**config.mk**
```make
export PLATFORM = sky130hd
export DESIGN_NAME = dice_roll_unit
export DESIGN_NICKNAME = d
export VERILOG_FILES = /design/src/rtl/crap_pkg.sv /design/src/rtl/btn_debounce.sv /design/src/rtl/dice_roll_unit.sv
export SDC_FILE = /design/constraint.sdc
export NUM_CORES = 1
export LEC_CHECK = 0
export BUFFER_PORTS_ARGS = -buffer_cell sky130_fd_sc_hd__buf_2
export CAP_MARGIN = 0
export CORE_MARGIN = 10
export CORE_UTILIZATION = 60
export DETAILED_ROUTE_END_ITERATION = 10
export PLACE_DENSITY_LB_ADDON = 0.15
export SETUP_SLACK_MARGIN = 0.05
export SLEW_MARGIN = 20
export SYNTH_ARGS = -nofsm -noshare
export SYNTH_HDL_FRONTEND = slang
export SYNTH_SLANG_ARGS = --single-unit
```
**constraint.sdc**
```tcl
create_clock -name clk -period 3.2 [get_ports clk]
set_clock_uncertainty 0.05 [all_clocks]
set_input_delay 0.16 -clock clk [delete_from_list [all_inputs] [get_ports clk]]
set_output_delay 0.16 -clock clk [all_outputs]
set_load 0.05 [all_outputs]
```
**src/rtl/crap_pkg.sv**
```systemverilog
// Shared types and constants for the craps datapath front end.
//   roll_state_t : roll FSM states (IDLE, ROLLING, VALID)
//   DIE_MIN/MAX  : legal face range of one die
//   SUM_W        : width of the two-dice sum (2..12 fits in 4 bits)
//   die_sum()    : zero-extending adder for two die faces
package crap_pkg;

  typedef enum logic [1:0] {
    IDLE    = 2'd0,
    ROLLING = 2'd1,
    VALID   = 2'd2
  } roll_state_t;

  localparam logic [2:0] DIE_MIN = 3'd1;
  localparam logic [2:0] DIE_MAX = 3'd6;
  localparam int         SUM_W   = 4;

  // Both operands are at most 6, so the 4-bit result never overflows.
  function automatic logic [SUM_W-1:0] die_sum(input logic [2:0] a, input logic [2:0] b);
    return SUM_W'(a) + SUM_W'(b);
  endfunction

endpackage

```
**src/rtl/btn_debounce.sv**
```systemverilog
// Two-flop synchroniser plus stability-counter debouncer for the roll button.
// Ports:
//   clk    in  system clock
//   reset  in  asynchronous active-low reset
//   btn    in  raw, asynchronous, bouncing button
//   btn_db out debounced button level
// btn_db only follows the synchronised button after DB_LIMIT consecutive
// cycles of disagreement; any shorter glitch restarts the count.
module btn_debounce #(
  parameter int DB_CNT_W = 16,
  parameter int DB_LIMIT = 50000
) (
  input  logic clk,
  input  logic reset,
  input  logic btn,
  output logic btn_db
);

  localparam logic [DB_CNT_W-1:0] CNT_LAST = DB_CNT_W'(DB_LIMIT - 1);

  logic                btn_m;
  logic                btn_s;
  logic [DB_CNT_W-1:0] cnt;

  // Synchroniser stage: raw btn is only ever sampled here.
  always_ff @(posedge clk or negedge reset) begin
    if (!reset) begin
      btn_m <= 1'b0;
      btn_s <= 1'b0;
    end else begin
      btn_m <= btn;
      btn_s <= btn_m;
    end
  end

  // Debounce stage
  always_ff @(posedge clk or negedge reset) begin
    if (!reset) begin
      cnt    <= '0;
      btn_db <= 1'b0;
    end else if (btn_s == btn_db) begin
      cnt <= '0;
    end else if (cnt == CNT_LAST) begin
      btn_db <= btn_s;
      cnt    <= '0;
    end else begin
      cnt <= cnt + 1'b1;
    end
  end

endmodule

```
**src/rtl/dice_roll_unit.sv**
```systemverilog
// Craps front end: debounced roll button, two free-running 1..6 dice
// counters, latch of both dice and their sum on button release, and a
// valid/ack handshake towards the game FSM.
// Ports:
//   clk        in  system clock
//   reset      in  asynchronous active-low reset
//   btn        in  raw roll button (1 = pressed)
//   roll_ack   in  result consumed (only honoured while roll_valid=1)
//   die1_q     out latched die 1 (0 before first roll)
//   die2_q     out latched die 2 (0 before first roll)
//   sum        out die1_q + die2_q (0 before first roll)
//   roll_valid out result valid, held until acked
//   rolling    out button debounced-pressed, dice spinning
module dice_roll_unit
  import crap_pkg::*;
#(
  parameter int DB_CNT_W = 16,
  parameter int DB_LIMIT = 50000
) (
  input  logic             clk,
  input  logic             reset,
  input  logic             btn,
  input  logic             roll_ack,
  output logic [2:0]       die1_q,
  output logic [2:0]       die2_q,
  output logic [SUM_W-1:0] sum,
  output logic             roll_valid,
  output logic             rolling
);

  logic        btn_db;
  logic        btn_db_d;
  logic        rise;
  logic        fall;
  logic [2:0]  d1;
  logic [2:0]  d2;
  logic        latch;
  roll_state_t state;
  roll_state_t state_nxt;

  btn_debounce #(
    .DB_CNT_W (DB_CNT_W),
    .DB_LIMIT (DB_LIMIT)
  ) u_debounce (
    .clk    (clk),
    .reset  (reset),
    .btn    (btn),
    .btn_db (btn_db)
  );

  // Edge detect stage
  always_ff @(posedge clk or negedge reset) begin
    if (!reset) btn_db_d <= 1'b0;
    else        btn_db_d <= btn_db;
  end

  assign rise = btn_db & ~btn_db_d;
  assign fall = ~btn_db & btn_db_d;

  // Spin counter stage: d1 is the fast digit, d2 steps on each d1 wrap,
  // so every one of the 36 pairs appears once per 36 cycles.
  always_ff @(posedge clk or negedge reset) begin
    if (!reset) begin
      d1 <= DIE_MIN;
      d2 <= DIE_MIN;
    end else if (d1 == DIE_MAX) begin
      d1 <= DIE_MIN;
      d2 <= (d2 == DIE_MAX) ? DIE_MIN : d2 + 3'd1;
    end else begin
      d1 <= d1 + 3'd1;
    end
  end

  // FSM stage
  always_ff @(posedge clk or negedge reset) begin
    if (!reset) state <= IDLE;
    else        state <= state_nxt;
  end

  always_comb begin
    state_nxt = state;
    latch     = 1'b0;
    unique case (state)
      IDLE: begin
        if (rise) state_nxt = ROLLING;
      end
      ROLLING: begin
        if (fall) begin
          latch     = 1'b1;
          state_nxt = VALID;
        end
      end
      VALID: begin
        // Being in VALID already guarantees one visible cycle of roll_valid
        // before a (possibly long-held) ack can take us back to IDLE.
        if (roll_ack) state_nxt = IDLE;
      end
      default: state_nxt = IDLE;
    endcase
  end

  assign rolling    = (state == ROLLING);
  assign roll_valid = (state == VALID);

  // Result latch stage: values persist past the ack until the next roll.
  always_ff @(posedge clk or negedge reset) begin
    if (!reset) begin
      die1_q <= 3'd0;
      die2_q <= 3'd0;
      sum    <= '0;
    end else if (latch) begin
      die1_q <= d1;
      die2_q <= d2;
      sum    <= die_sum(d1, d2);
    end
  end

endmodule
```
==> results of run 1 <==
-- state kept, by name, summed over array words and instances (netlist names) --
| name | cells |
|---|---|
| u_debounce.btn_m | 1 |
| state | 2 |
| d2 | 3 |
| d1 | 3 |
| die1_q | 3 |
| u_debounce.btn_s | 1 |
| u_debounce.cnt | 16 |
| die2_q | 3 |
| sum | 4 |
| btn_db_d | 1 |
| u_debounce.btn_db | 1 |
-- power breakdown --
group / switching, W / internal (W) / leakage, nW
sequential: 0.00000407 / 0.000484 / 0.512
clock: 0.000153 / 0.000150 / 0.0446
combinational: 0.0000148 / 0.00000625 / 0.382
total: 0.000172 / 0.000641 / 0.938
-- placed cells by master, fill, tap and decap left out, types with 2 or more instances in the layout --
cell            n
nand2_1         6
mux2_2          9
dfrtp_1        36
xnor2_1        13
buf_2          15
nor3_1          4
dlygate4sd3_1   2
nand3_1         5
a31oi_1         2
nand4_1         2
ha_1            4
nor4_2          4
clkbuf_8        3
and3_1          2
dfstp_2         2
inv_1          10
a21o_1          2
nor2_1         16
o21ai_0         4
clkbuf_4        5
xor2_1          4
nor2_2          2
mux2i_1         2
a21oi_1         3
-- metal layers --
layer / vias up / wire length [µm] / global-route usage
li1: 546 / - / -
met1: 539 / 1440 / 0.1498
met2: 23 / 1297 / 0.1837
met3: 6 / 149 / 0.05319
met4: 0 / 55 / 0.05590
met5: - / 0 / 0
-- through the flow --
stage                     setup WS, ns  total power, W  hold WS (ns)
after floorplan                  1.345       0.0005060       -0.1856
after global placement           1.418       0.0005172        0.2202
after detailed placement         1.307       0.0005180        0.2199
after CTS                        1.281       0.0008216       0.02115
after global routing             1.205       0.0008481       0.02130
final                            1.314       0.0008124       0.02908
-- final timing paths --
path / from / to / slack (ns) / cells past startpoint
max: state[1] / die2_q[0] / 1.31 / 3
min: roll_ack / state[1] / 0.03 / 3
max reg2reg: state[1] / die2_q[0] / 1.31 / 3
min reg2reg: u_debounce.btn_m / u_debounce.btn_s / 0.33 / 0
max in group asynchronous: reset / u_debounce.cnt[2] / 2.21 / 2
min in group asynchronous: reset / u_debounce.cnt[13] / 0.38 / 2
-- layout make-up --
class	instances	area [µm²]
Fill cell	220	829.5
Inverter	10	37.54
Sequential cell	38	953.4
Timing Repair Buffer	17	95.09
Multi-Input combinational cell	97	748.2
Tap cell	31	38.79
Clock buffer	8	78.83
-- worst max-delay path: stages (launching register included) --
cell and delay (ns):
dfrtp_1 0.40, and2b_1 0.21, nor3b_2 0.70, mux2_2 0.42
-- cells by family (layout without fill, tap and decap cells) --
kind of cell,Yosys count,count (layout),synth area share
compound gates,11,11,0.03551
xor+xnor,17,17,0.08452
fa+ha+maj,5,5,0.03977
buf+inv,13,35,0.03409
flops,38,38,0.5412
mux,11,11,0.06889
simple gates,53,53,0.1960
==> run summary, run 1 <==
Final non-filler cell total -> 201
CTS Root Buffer Type -> clkbuf_4
Largest voltage drop on the vdd net -> 434.5 µV
Floorplan core area -> 2781 µm²
Share of Yosys cell area claimed by the top area cell type -> 0.5114
Yosys reg bits -> 38
Mean routed wirelength per cell -> 14.64 µm
Most frequent cell after synthesis -> dfrtp_1
Ys async rst share -> 1.000
Worst Path Required -> 3.38 ns
Utilization after layout -> 0.7018
Routed Wire Length -> 2.943 mm
Clock input transition at the sequential cells of the worst setup and hold paths -> 0.10 ns
Number of violations of the max-capacitance limit -> 0
Post-synth top area cell -> dfrtp_1
Outcome -> complete, no violations
Top cells by area, synth -> dfrtp_1, xnor2_1, mux2_2, nor2_1, dfstp_2
Yosys warns -> 0
Net count after synthesis -> 157
Tcrit/Tclk final -> 0.5895
Horizontal extent of the die -> 74.19 µm
Final count of pins violating max slew -> 0
Final critical delay including setup and external delays -> 1.886 ns
Number of routed nets with antenna violations -> 0
Setup repair after global routing missed its margin -> no
Wire length of the first global-routing pass -> 5.209 mm
Arrival time at the worst endpoint -> 2.07 ns
Initial core utilization -> 0.6334
GRT Overall Usage -> 0.1227
Sum of negative setup slack -> 0 ns
LEAKAGE -> 0.9385 nW
Initial antenna violation count -> 0
Vias post-DR -> 1114
Gate Count Post-Synth -> 148
Area added between synthesis and finish -> 10.80%
Launching element type of the critical path -> register
Number of cells upsized or downsized after cts -> 0
Post-synthesis cell area -> 1762 µm²
Worst hold path class -> in2reg
Largest net degree at the start of global routing -> 39
Number of setup buffers added after CTS -> 0
Via count of the first global-routing pass -> 1169
Most frequently used flop master after synthesis -> dfrtp_1
Layout Nets -> 178
Fraction of layout cells with a size suffix above 1 -> 0.2706
Post-DR vias/cell -> 5.542
Cell area after layout -> 1952 µm²
Total die area -> 5503 µm²
Aggregate global routing overflow -> 0
Worst-Margin Slew -> 0.8475 ns
Worst setup EP type -> register
Number of top-level pins -> 16
Number of endpoints with negative hold slack in the final report -> 0
DRC marker count from the first detailed-route iteration -> 74
# hold bufs at CTS -> 2
DRC violations left -> 0
TritonCTS sink count -> 38
Number of core rows -> 19
Iteration count of the initial detailed-routing pass -> 4
Count of distinct cell types in the synthesized netlist -> 36
Final HPWL DP -> 2.095 mm
Setup violation total in the final timing report -> 0
Total inserted antenna cells -> 0
Routability congestion estimate -> 0.7761
Post-placement cell count -> 191
EDFF count, synth -> 0
Tightest slew margin relative to the limit -> 0.4325
Die outline height -> 74.19 µm
Maximum net fanout on the critical path -> 12
Buffers added on ports -> 15
Clock tree from TritonCTS -> done
CTS buffer count -> 5
Classification of the worst setup path -> reg2reg
Cell types with the highest counts after synthesis -> dfrtp_1, nor2_1, xnor2_1
Ratio of total power to cell area -> 416.2 nW/µm²
Max Clock Freq -> 0.5301 GHz
Worst-skew pair later-pin latency -> 0.35 ns
H-tree Lvls -> 2
Post-synthesis sequential area ratio -> 0.5412
Number of buffers on the longest clock path -> 2
Standard cell area after detailed placement -> 1853 µm²
Mean Syn Cell Area -> 11.90 µm²
Power figures use the tool's default switching activity.
==> inputs of run 2 (changes only) <==
--- a/config.mk
+++ b/config.mk
@@ -5,10 +5,11 @@
 export SDC_FILE = /design/constraint.sdc
 export NUM_CORES = 1
 export LEC_CHECK = 0
+export ABC_AREA = 1
 export BUFFER_PORTS_ARGS = -buffer_cell sky130_fd_sc_hd__buf_2
 export CAP_MARGIN = 0
 export CORE_MARGIN = 10
-export CORE_UTILIZATION = 60
+export CORE_UTILIZATION = 58
 export DETAILED_ROUTE_END_ITERATION = 10
 export PLACE_DENSITY_LB_ADDON = 0.15
 export SETUP_SLACK_MARGIN = 0.05
==> constraint.sdc (replaced) <==
create_clock -name clk -period 1.75 [get_ports clk]
set_clock_uncertainty 0.05 [all_clocks]
set_input_delay 0.0875 -clock clk [delete_from_list [all_inputs] [get_ports clk]]
set_output_delay 0.0875 -clock clk [all_outputs]
set_load 0.05 [all_outputs]
==> run 2 against run 1 <==
First-iteration DRC count rose by 77%. Clock-buffer cell count is 2 lower. Largest cell class unchanged. Global-route usage grew 1.0 points. Worst setup slack worse by 1.1 ns. Critical path type unchanged. Non-clock buffer count up 4. Die area up 5.3%. Critical endpoint is now sum[2]. Maximum frequency is 22% higher. Synthesized cell count up 38%. Register-to-register slack got worse by 1.1 ns. Sequential share of layout area fell by 2.5 points.
==> run summary, run 2 <==
Outcome -> complete, no violations
Total inserted antenna cells -> 0 (unchanged)
Aggregate global routing overflow -> 0 (unchanged)
Reg-to-Reg End -> sum[2]
Initial core utilization -> 0.6033 (-0.03007)
Buffers added on ports -> 15 (unchanged)
Number of routed nets with antenna violations -> 0 (unchanged)
Number of core rows -> 20 (+1)
Wire length of the first global-routing pass -> 6.451 mm (+24%)
CTS buffer count -> 5 (unchanged)
Final critical delay including setup and external delays -> 1.545 ns (-0.3410 ns)
LEAKAGE -> 0.9913 nW (+5.6%)
Ys async rst share -> 1.000 (unchanged)
Number of buffers on the longest clock path -> 2 (unchanged)
Start of the worst register-to-register path -> d1[0]
Setup slack on the worst flop-to-flop path -> 0.20 ns (-1.11 ns)
Horizontal extent of the die -> 76.12 µm (+2.6%)
Mean routed wirelength per cell -> 13.06 µm (-11%)
# hold bufs at CTS -> 3 (+1)
Yosys warns -> 0 (unchanged)
Post-DR vias/cell -> 5.091 (-8.1%)
Setup violation total in the final timing report -> 0 (unchanged)
Layout Nets -> 239 (+34%)
Net count after synthesis -> 213 (+36%)
Largest net degree at the start of global routing -> 39 (unchanged)
Largest voltage drop on the vdd net -> 461.7 µV (+6.2%)
Routed Wire Length -> 3.592 mm (+22%)
Yosys reg bits -> 38 (unchanged)
Worst-Margin Slew -> 0.4753 ns (-0.3722 ns)
Commonest non-fill, non-tap cells in the layout -> nor2_1, dfrtp_1, nand2_1, inv_1, buf_2
Tcrit/Tclk final -> 0.8831 (+0.2936)
Post-synthesis cell area -> 1827 µm² (+3.7%)
Final count of pins violating max slew -> 0 (unchanged)
Utilization after layout -> 0.6793 (-0.02241)
Launch point of the critical path -> d1[0]
Launching element type of the critical path -> register
Mean Syn Cell Area -> 8.955 µm² (-25%)
Count of distinct cell types in the synthesized netlist -> 28 (-22%)
Largest Register -> u_debounce.cnt
Clock tree from TritonCTS -> done
Maximum net fanout on the critical path -> 2 (-10)
Registers with the most flip-flops -> u_debounce.cnt x16, sum x4
Most frequently used flop master after synthesis -> dfrtp_1
Worst hold path class -> in2async
Classification of the worst setup path -> reg2reg
Routability congestion estimate -> 0.8799 (+13%)
Max Clock Freq -> 0.6471 GHz (+22%)
DRC violations left -> 0 (unchanged)
Worst setup EP type -> register
Ratio of total power to cell area -> 693.9 nW/µm² (+67%)
EDFF count, synth -> 0 (unchanged)
Worst slack on hold paths -> 0.2444 ns (+0.2153 ns)
Clock input transition at the sequential cells of the worst setup and hold paths -> 0.11 ns (about the same)
Number of setup buffers added after CTS -> 0 (unchanged)
Vias post-DR -> 1400 (+26%)
Number of violations of the max-capacitance limit -> 0 (unchanged)
Number of top-level pins -> 16 (unchanged)
Fraction of layout cells with a size suffix above 1 -> 0.1818 (-0.08877)
Top cells by area, synth -> dfrtp_1, nor2_1, nand2_1, inv_1, nand3_1
Total die area -> 5794 µm² (+5.3%)
Most frequent cell after synthesis -> nor2_1
Cells on worst reg2reg path -> 5 (+2)
Tightest slew margin relative to the limit -> 0.6823 (+0.2498)
Worst-skew pair later-pin latency -> 0.35 ns (about the same)
Post-synth top area cell -> dfrtp_1
Arrival time at the worst endpoint -> 1.78 ns (-0.29 ns)
Share of Yosys cell area claimed by the top area cell type -> 0.4932 (-0.01821)
H-tree Lvls -> 2 (unchanged)
Post-synthesis sequential area ratio -> 0.5219 (-0.01928)
Cell types with the highest counts after synthesis -> nor2_1, dfrtp_1, nand2_1
Initial antenna violation count -> 0 (unchanged)
Commonest non-fill, non-tap cell in the layout -> nor2_1
Max reg flops -> 16 (unchanged)
Die outline height -> 76.12 µm (+2.6%)
CTS Root Buffer Type -> clkbuf_4
GRT Overall Usage -> 0.1330 (+0.01031)
Worst Path Required -> 1.98 ns (-1.40 ns)
Number of cells upsized or downsized after cts -> 0 (unchanged)
Iteration count of the initial detailed-routing pass -> 5 (+1)
Floorplan core area -> 3028 µm² (+8.9%)
Area added between synthesis and finish -> 12.60%
Via count of the first global-routing pass -> 1427 (+22%)
Setup repair after global routing missed its margin -> no
DRC marker count from the first detailed-route iteration -> 131 (+77%)
Gate Count Post-Synth -> 204 (+38%)
Final HPWL DP -> 2.662 mm (+27%)
TritonCTS sink count -> 38 (unchanged)
Sum of negative setup slack -> 0 ns (unchanged)
Number of endpoints with negative hold slack in the final report -> 0 (unchanged)
## run 2: changes by cell type after synthesis, sizes merged, moves of 4 or more
cell   delta
inv      +15
nand2    +29
nor2     +23
xnor2    -11
a21oi     +4
mux2      -8
nor4      -4
nand3     +9
xor2      +5
o21ai     +8
## run 2: how the worst max path moves through the flow
| stage | endpoint | slack (ns) | cells after the start |
|---|---|---|---|
| floorplan | sum[2] | 0.29 | 5 |
| global route | die1_q[0] | 0.1 | 6 |
| CTS | sum[2] | 0.19 | 5 |
| finish | sum[2] | 0.20 | 5 |
| global placement | sum[2] | 0.27 | 5 |
| detailed placement | sum[2] | 0.21 | 5 |
## run 2: kinds of logic (layout without fill, tap and decap cells)
logic type / after synthesis / after routing / share of synthesized area
AO/OA/AOI/OAI: 24 / 24 / 0.07260
adder cells (fa/ha/maj): 5 / 5 / 0.03836
flip-flops: 38 / 38 / 0.5219
buffers and inverters: 27 / 54 / 0.06027
AND/OR/NAND/NOR: 98 / 98 / 0.2418
multiplexers: 1 / 1 / 0.008217
XOR/XNOR: 11 / 11 / 0.05686
## run 2: worst max-delay path, cell delays in order, from the launching register on
cell and delay, ns:
dfstp_2 0.55, ha_1 0.16, inv_1 0.05, fa_1 0.38, xor2_1 0.15, o21ai_0 0.13
## run 2: routing by layer
| metal | part of all wire | wire length (µm) | GRT usage | vias to the layer above |
|---|---|---|---|---|
| met2 | 0.50 | 1797 | 0.2185 | 25 |
| met3 | 0.041 | 147 | 0.03420 | 7 |
| met5 | 0 | 0 | 0 | - |
| met4 | 0.020 | 72 | 0.06134 | 0 |
| li1 | - | - | - | 699 |
| met1 | 0.44 | 1574 | 0.1588 | 669 |
## run 2: metrics by stage
step / area (µm²) / setup slack (ns) / instances / power [W]
finish: 2057 / 0.2045 / 275 / 0.001427
global route: 2057 / 0.09833 / 275 / 0.001495
CTS: 2057 / 0.1909 / 275 / 0.001448
detailed placement: 1963 / 0.2090 / 264 / 0.0009524
global placement: 1963 / 0.2707 / 264 / 0.0009504
floorplan: 1827 / 0.2940 / 204 / 0.0009253
## run 2: where the power goes
group | switching [W] | internal [W]
combinational | 0.0000308 | 0.0000152
clock | 0.000296 | 0.000193
sequential | 0.00000715 | 0.000886
## run 2: area by class of cell
cell class,count,area [µm²]
fill,257,970.9
sequential,38,953.4
multi-input combinational,139,763.2
timing repair buffer,21,127.6
inverter,25,93.84
tap,44,55.05
clock buffer,6,51.30
clock inverter,2,12.51
==> inputs of run 3 (changes only) <==
--- a/config.mk
+++ b/config.mk
@@ -16,4 +16,5 @@
 export SLEW_MARGIN = 20
 export SYNTH_ARGS = -nofsm -noshare
 export SYNTH_HDL_FRONTEND = slang
+export SYNTH_HIERARCHICAL = 1
 export SYNTH_SLANG_ARGS = --single-unit
==> run 3 against run 2 <==
Combinational power grew 8.7%. Worst hold slack got worse by 0.12 ns. Largest power group unchanged. Final cell count is 4.4% higher. Flip-flop and latch count stayed put. Largest cell class unchanged. Clock power decreased by 1%. Synthesized cell count up 5.9%. Wire length up 2.5%. Core utilization grew 0.11 points. Register-to-register slack got worse by 0.03 ns.
==> run summary, run 3 <==
Number of routed nets with antenna violations -> 0 (unchanged)
Number of buffers on the longest clock path -> 2 (unchanged)
Maximum net fanout on the critical path -> 4 (+2)
EDFF count, synth -> 0 (unchanged)
Cell types with the highest counts after synthesis -> nand2_1, dfrtp_1, nor2_1
Number of violations of the max-capacitance limit -> 0 (unchanged)
Die outline height -> 76.73 µm (+0.80%)
Layout Nets -> 251 (+5.0%)
Share of total power consumed by net switching -> 0.2289 (-0.004682)
Final critical delay including setup and external delays -> 1.574 ns (+0.02833 ns)
Setup violation total in the final timing report -> 0 (unchanged)
Worst-Margin Slew -> 0.3467 ns (-0.1286 ns)
Clock input transition at the sequential cells of the worst setup and hold paths -> 0.11 ns (about the same)
Routed Wire Length -> 3.682 mm (+2.5%)
Gate Count Post-Synth -> 216 (+5.9%)
Routability congestion estimate -> 0.9268 (+5.3%)
Worst hold path class -> in2async
Vias post-DR -> 1438 (+2.7%)
Fraction of layout cells with a size suffix above 1 -> 0.1893 (+0.007482)
Max Clock Freq -> 0.6354 GHz (-1.8%)
Ratio of total power to cell area -> 679.1 nW/µm² (-2.1%)
Floorplan core area -> 3078 µm² (+1.7%)
Number of endpoints with negative hold slack in the final report -> 0 (unchanged)
Post-DR vias/cell -> 5.010 (-1.6%)
Registers with the most flip-flops -> u_debounce/cnt x16, sum x4
Max reg flops -> 16 (unchanged)
Commonest non-fill, non-tap cell in the layout -> nand2_1
DRC marker count from the first detailed-route iteration -> 143 (+9.2%)
Largest net degree at the start of global routing -> 25 (-36%)
Initial core utilization -> 0.6065 (+0.003198)
Largest voltage drop on the vdd net -> 592.2 µV (+28%)
Number of core rows -> 20 (unchanged)
Yosys reg bits -> 38 (unchanged)
TritonCTS sink count -> 38 (unchanged)
Launching element type of the critical path -> register
Aggregate global routing overflow -> 0 (unchanged)
Outcome -> complete, no violations
Setup repair after global routing missed its margin -> no
Number of setup buffers added after CTS -> 0 (unchanged)
Initial antenna violation count -> 0 (unchanged)
Largest Register -> u_debounce/cnt
Net count after synthesis -> 225 (+5.6%)
Power share of the sequential group -> 0.627 (about the same)
Worst setup EP type -> register
Final HPWL DP -> 2.778 mm (+4.3%)
Post-synth top area cell -> dfrtp_1
Post-synthesis cell area -> 1867 µm² (+2.2%)
Mean Syn Cell Area -> 8.643 µm² (-3.5%)
GRT Overall Usage -> 0.1393 (+0.006275)
Wire length of the first global-routing pass -> 6.755 mm (+4.7%)
Worst-skew pair later-pin latency -> 0.34 ns (about the same)
Total net switching power -> 0.0003257 W (-2.3%)
CTS Root Buffer Type -> clkbuf_4
Share of Yosys cell area claimed by the top area cell type -> 0.4826 (-0.01058)
Total Power Consumption -> 0.001422 W (-0.34%)
Via count of the first global-routing pass -> 1491 (+4.5%)
Arrival time at the worst endpoint -> 1.77 ns (about the same)
Area added between synthesis and finish -> 12.20%
DRC violations left -> 0 (unchanged)
Sum of negative setup slack -> 0 ns (unchanged)
Classification of the worst setup path -> reg2reg
Worst Path Required -> 1.94 ns (-0.04 ns)
Tcrit/Tclk final -> 0.8993 (+0.01619)
Logic gate share of total power -> 0.035 (+0.003)
LEAKAGE -> 1.073 nW (+8.3%)
Mean routed wirelength per cell -> 12.83 µm (-1.8%)
Number of top-level pins -> 16 (unchanged)
Total die area -> 5887 µm² (+1.6%)
Internal power consumption -> 0.001097 W (+0.26%)
H-tree Lvls -> 2 (unchanged)
Buffers added on ports -> 15 (unchanged)
CTS buffer count -> 5 (unchanged)
Ys async rst share -> 1.000 (unchanged)
Most frequently used flop master after synthesis -> dfrtp_1
Post-synthesis sequential area ratio -> 0.5107 (-0.01119)
Horizontal extent of the die -> 76.73 µm (+0.80%)
Clock tree from TritonCTS -> done
Most frequent cell after synthesis -> nand2_1
Iteration count of the initial detailed-routing pass -> 4 (-1)
Tightest slew margin relative to the limit -> 0.7688 (+0.08651)
Total inserted antenna cells -> 0 (unchanged)
Final count of pins violating max slew -> 0 (unchanged)
Fraction of power consumed by the clock network -> 0.338 (-0.004)
Commonest non-fill, non-tap cells in the layout -> nand2_1, dfrtp_1, nor2_1, inv_1, nand3_1
Yosys warns -> 6 (+6)
Count of distinct cell types in the synthesized netlist -> 27 (-3.6%)
Top cells by area, synth -> dfrtp_1, nand2_1, nor2_1, inv_1, nand3_1
## run 3: cell types whose count changed in the layout (fill, tap and decap cells not counted), sizes merged, moves of 2 or more
cell   previous run  this run
inv              25        30
nor3              1         3
a21oi             7         2
nor2             41        36
nand2            36        55
o31ai             3         1
a31oi             0         2
nand3            15        18
## run 3: stage by stage
| step | cells | setup slack, ns | util | hold WS [ns] | cell area, µm² |
|---|---|---|---|---|---|
| floorplan | 216 | 0.2813 | - | -0.2581 | 1867 |
| global placement | 276 | 0.2531 | 0.6500 | -0.05520 | 2001 |
| detailed placement | 276 | 0.1893 | 0.6500 | -0.04687 | 2001 |
| CTS | 287 | 0.1754 | 0.6805 | 0.1009 | 2095 |
| global route | 287 | 0.07664 | 0.6805 | 0.1102 | 2095 |
| finish | 287 | 0.1762 | 0.6805 | 0.1220 | 2095 |
## run 3: kinds of logic after synthesis
logic type | after synthesis | synth area share
xor gates and xnor gates | 10 | 0.04692
AOI/OAI and AO/OA | 17 | 0.06166
buffers and inverters | 31 | 0.06635
DFF | 38 | 0.5107
adders and majority gates | 5 | 0.03754
and+or+nand+nor | 115 | 0.2768
## run 3: worst paths after layout
check / startpoint / endpoint / slack [ns] / depth (start not counted)
min: reset / die2_q[2] / 0.12 / 2
max: d2[0] / sum[2] / 0.18 / 6
min in group clk: u_debounce/btn_m / u_debounce/btn_s / 0.34 / 0
max reg2reg: d2[0] / sum[2] / 0.18 / 6
min reg2reg: u_debounce/btn_m / u_debounce/btn_s / 0.34 / 0
max in group asynchronous: reset / u_debounce/cnt[9] / 0.89 / 3
## run 3: power groups by stage
stage          registers [W]  clock network, W  logic [W]
2_1_floorplan       0.000907                 0  0.0000172
3_3_place_gp        0.000908                 0  0.0000440
3_5_place_dp        0.000909                 0  0.0000454
4_1_cts             0.000892          0.000501  0.0000512
5_1_grt             0.000894          0.000555  0.0000590
6_report            0.000892          0.000481  0.0000500
## run 3: metal layers
metal | share of wire | routed length [µm] | track usage
met1 | 0.48 | 1760 | 0.1724
met2 | 0.47 | 1713 | 0.2226
met3 | 0.044 | 162 | 0.04312
met4 | 0.012 | 45 | 0.05019
met5 | 0 | 0 | 0
## run 3: area by class of cell
| cell class | count | area [µm²] |
|---|---|---|
| Tap cell | 44 | 55.05 |
| Multi-Input combinational cell | 147 | 789.5 |
| Timing Repair Buffer | 20 | 120.1 |
| Clock buffer | 6 | 51.30 |
| Inverter | 30 | 112.6 |
| Clock inverter | 2 | 12.51 |
| Fill cell | 265 | 983.4 |
| Sequential cell | 38 | 953.4 |
## run 3: worst max-delay path, cell delays in order, from the launching register on
cell and delay [ns]:
dfstp_2 0.58, ha_1 0.18, inv_1 0.06, fa_1 0.38, xnor2_1 0.14, nand2_1 0.05
nand2_1 0.04
## run 3: repair_timing
item | CTS | global route
hold buffers | 3 | 0
endpoints found under the hold margin | 40 | 0
resized for setup | 0 | 0
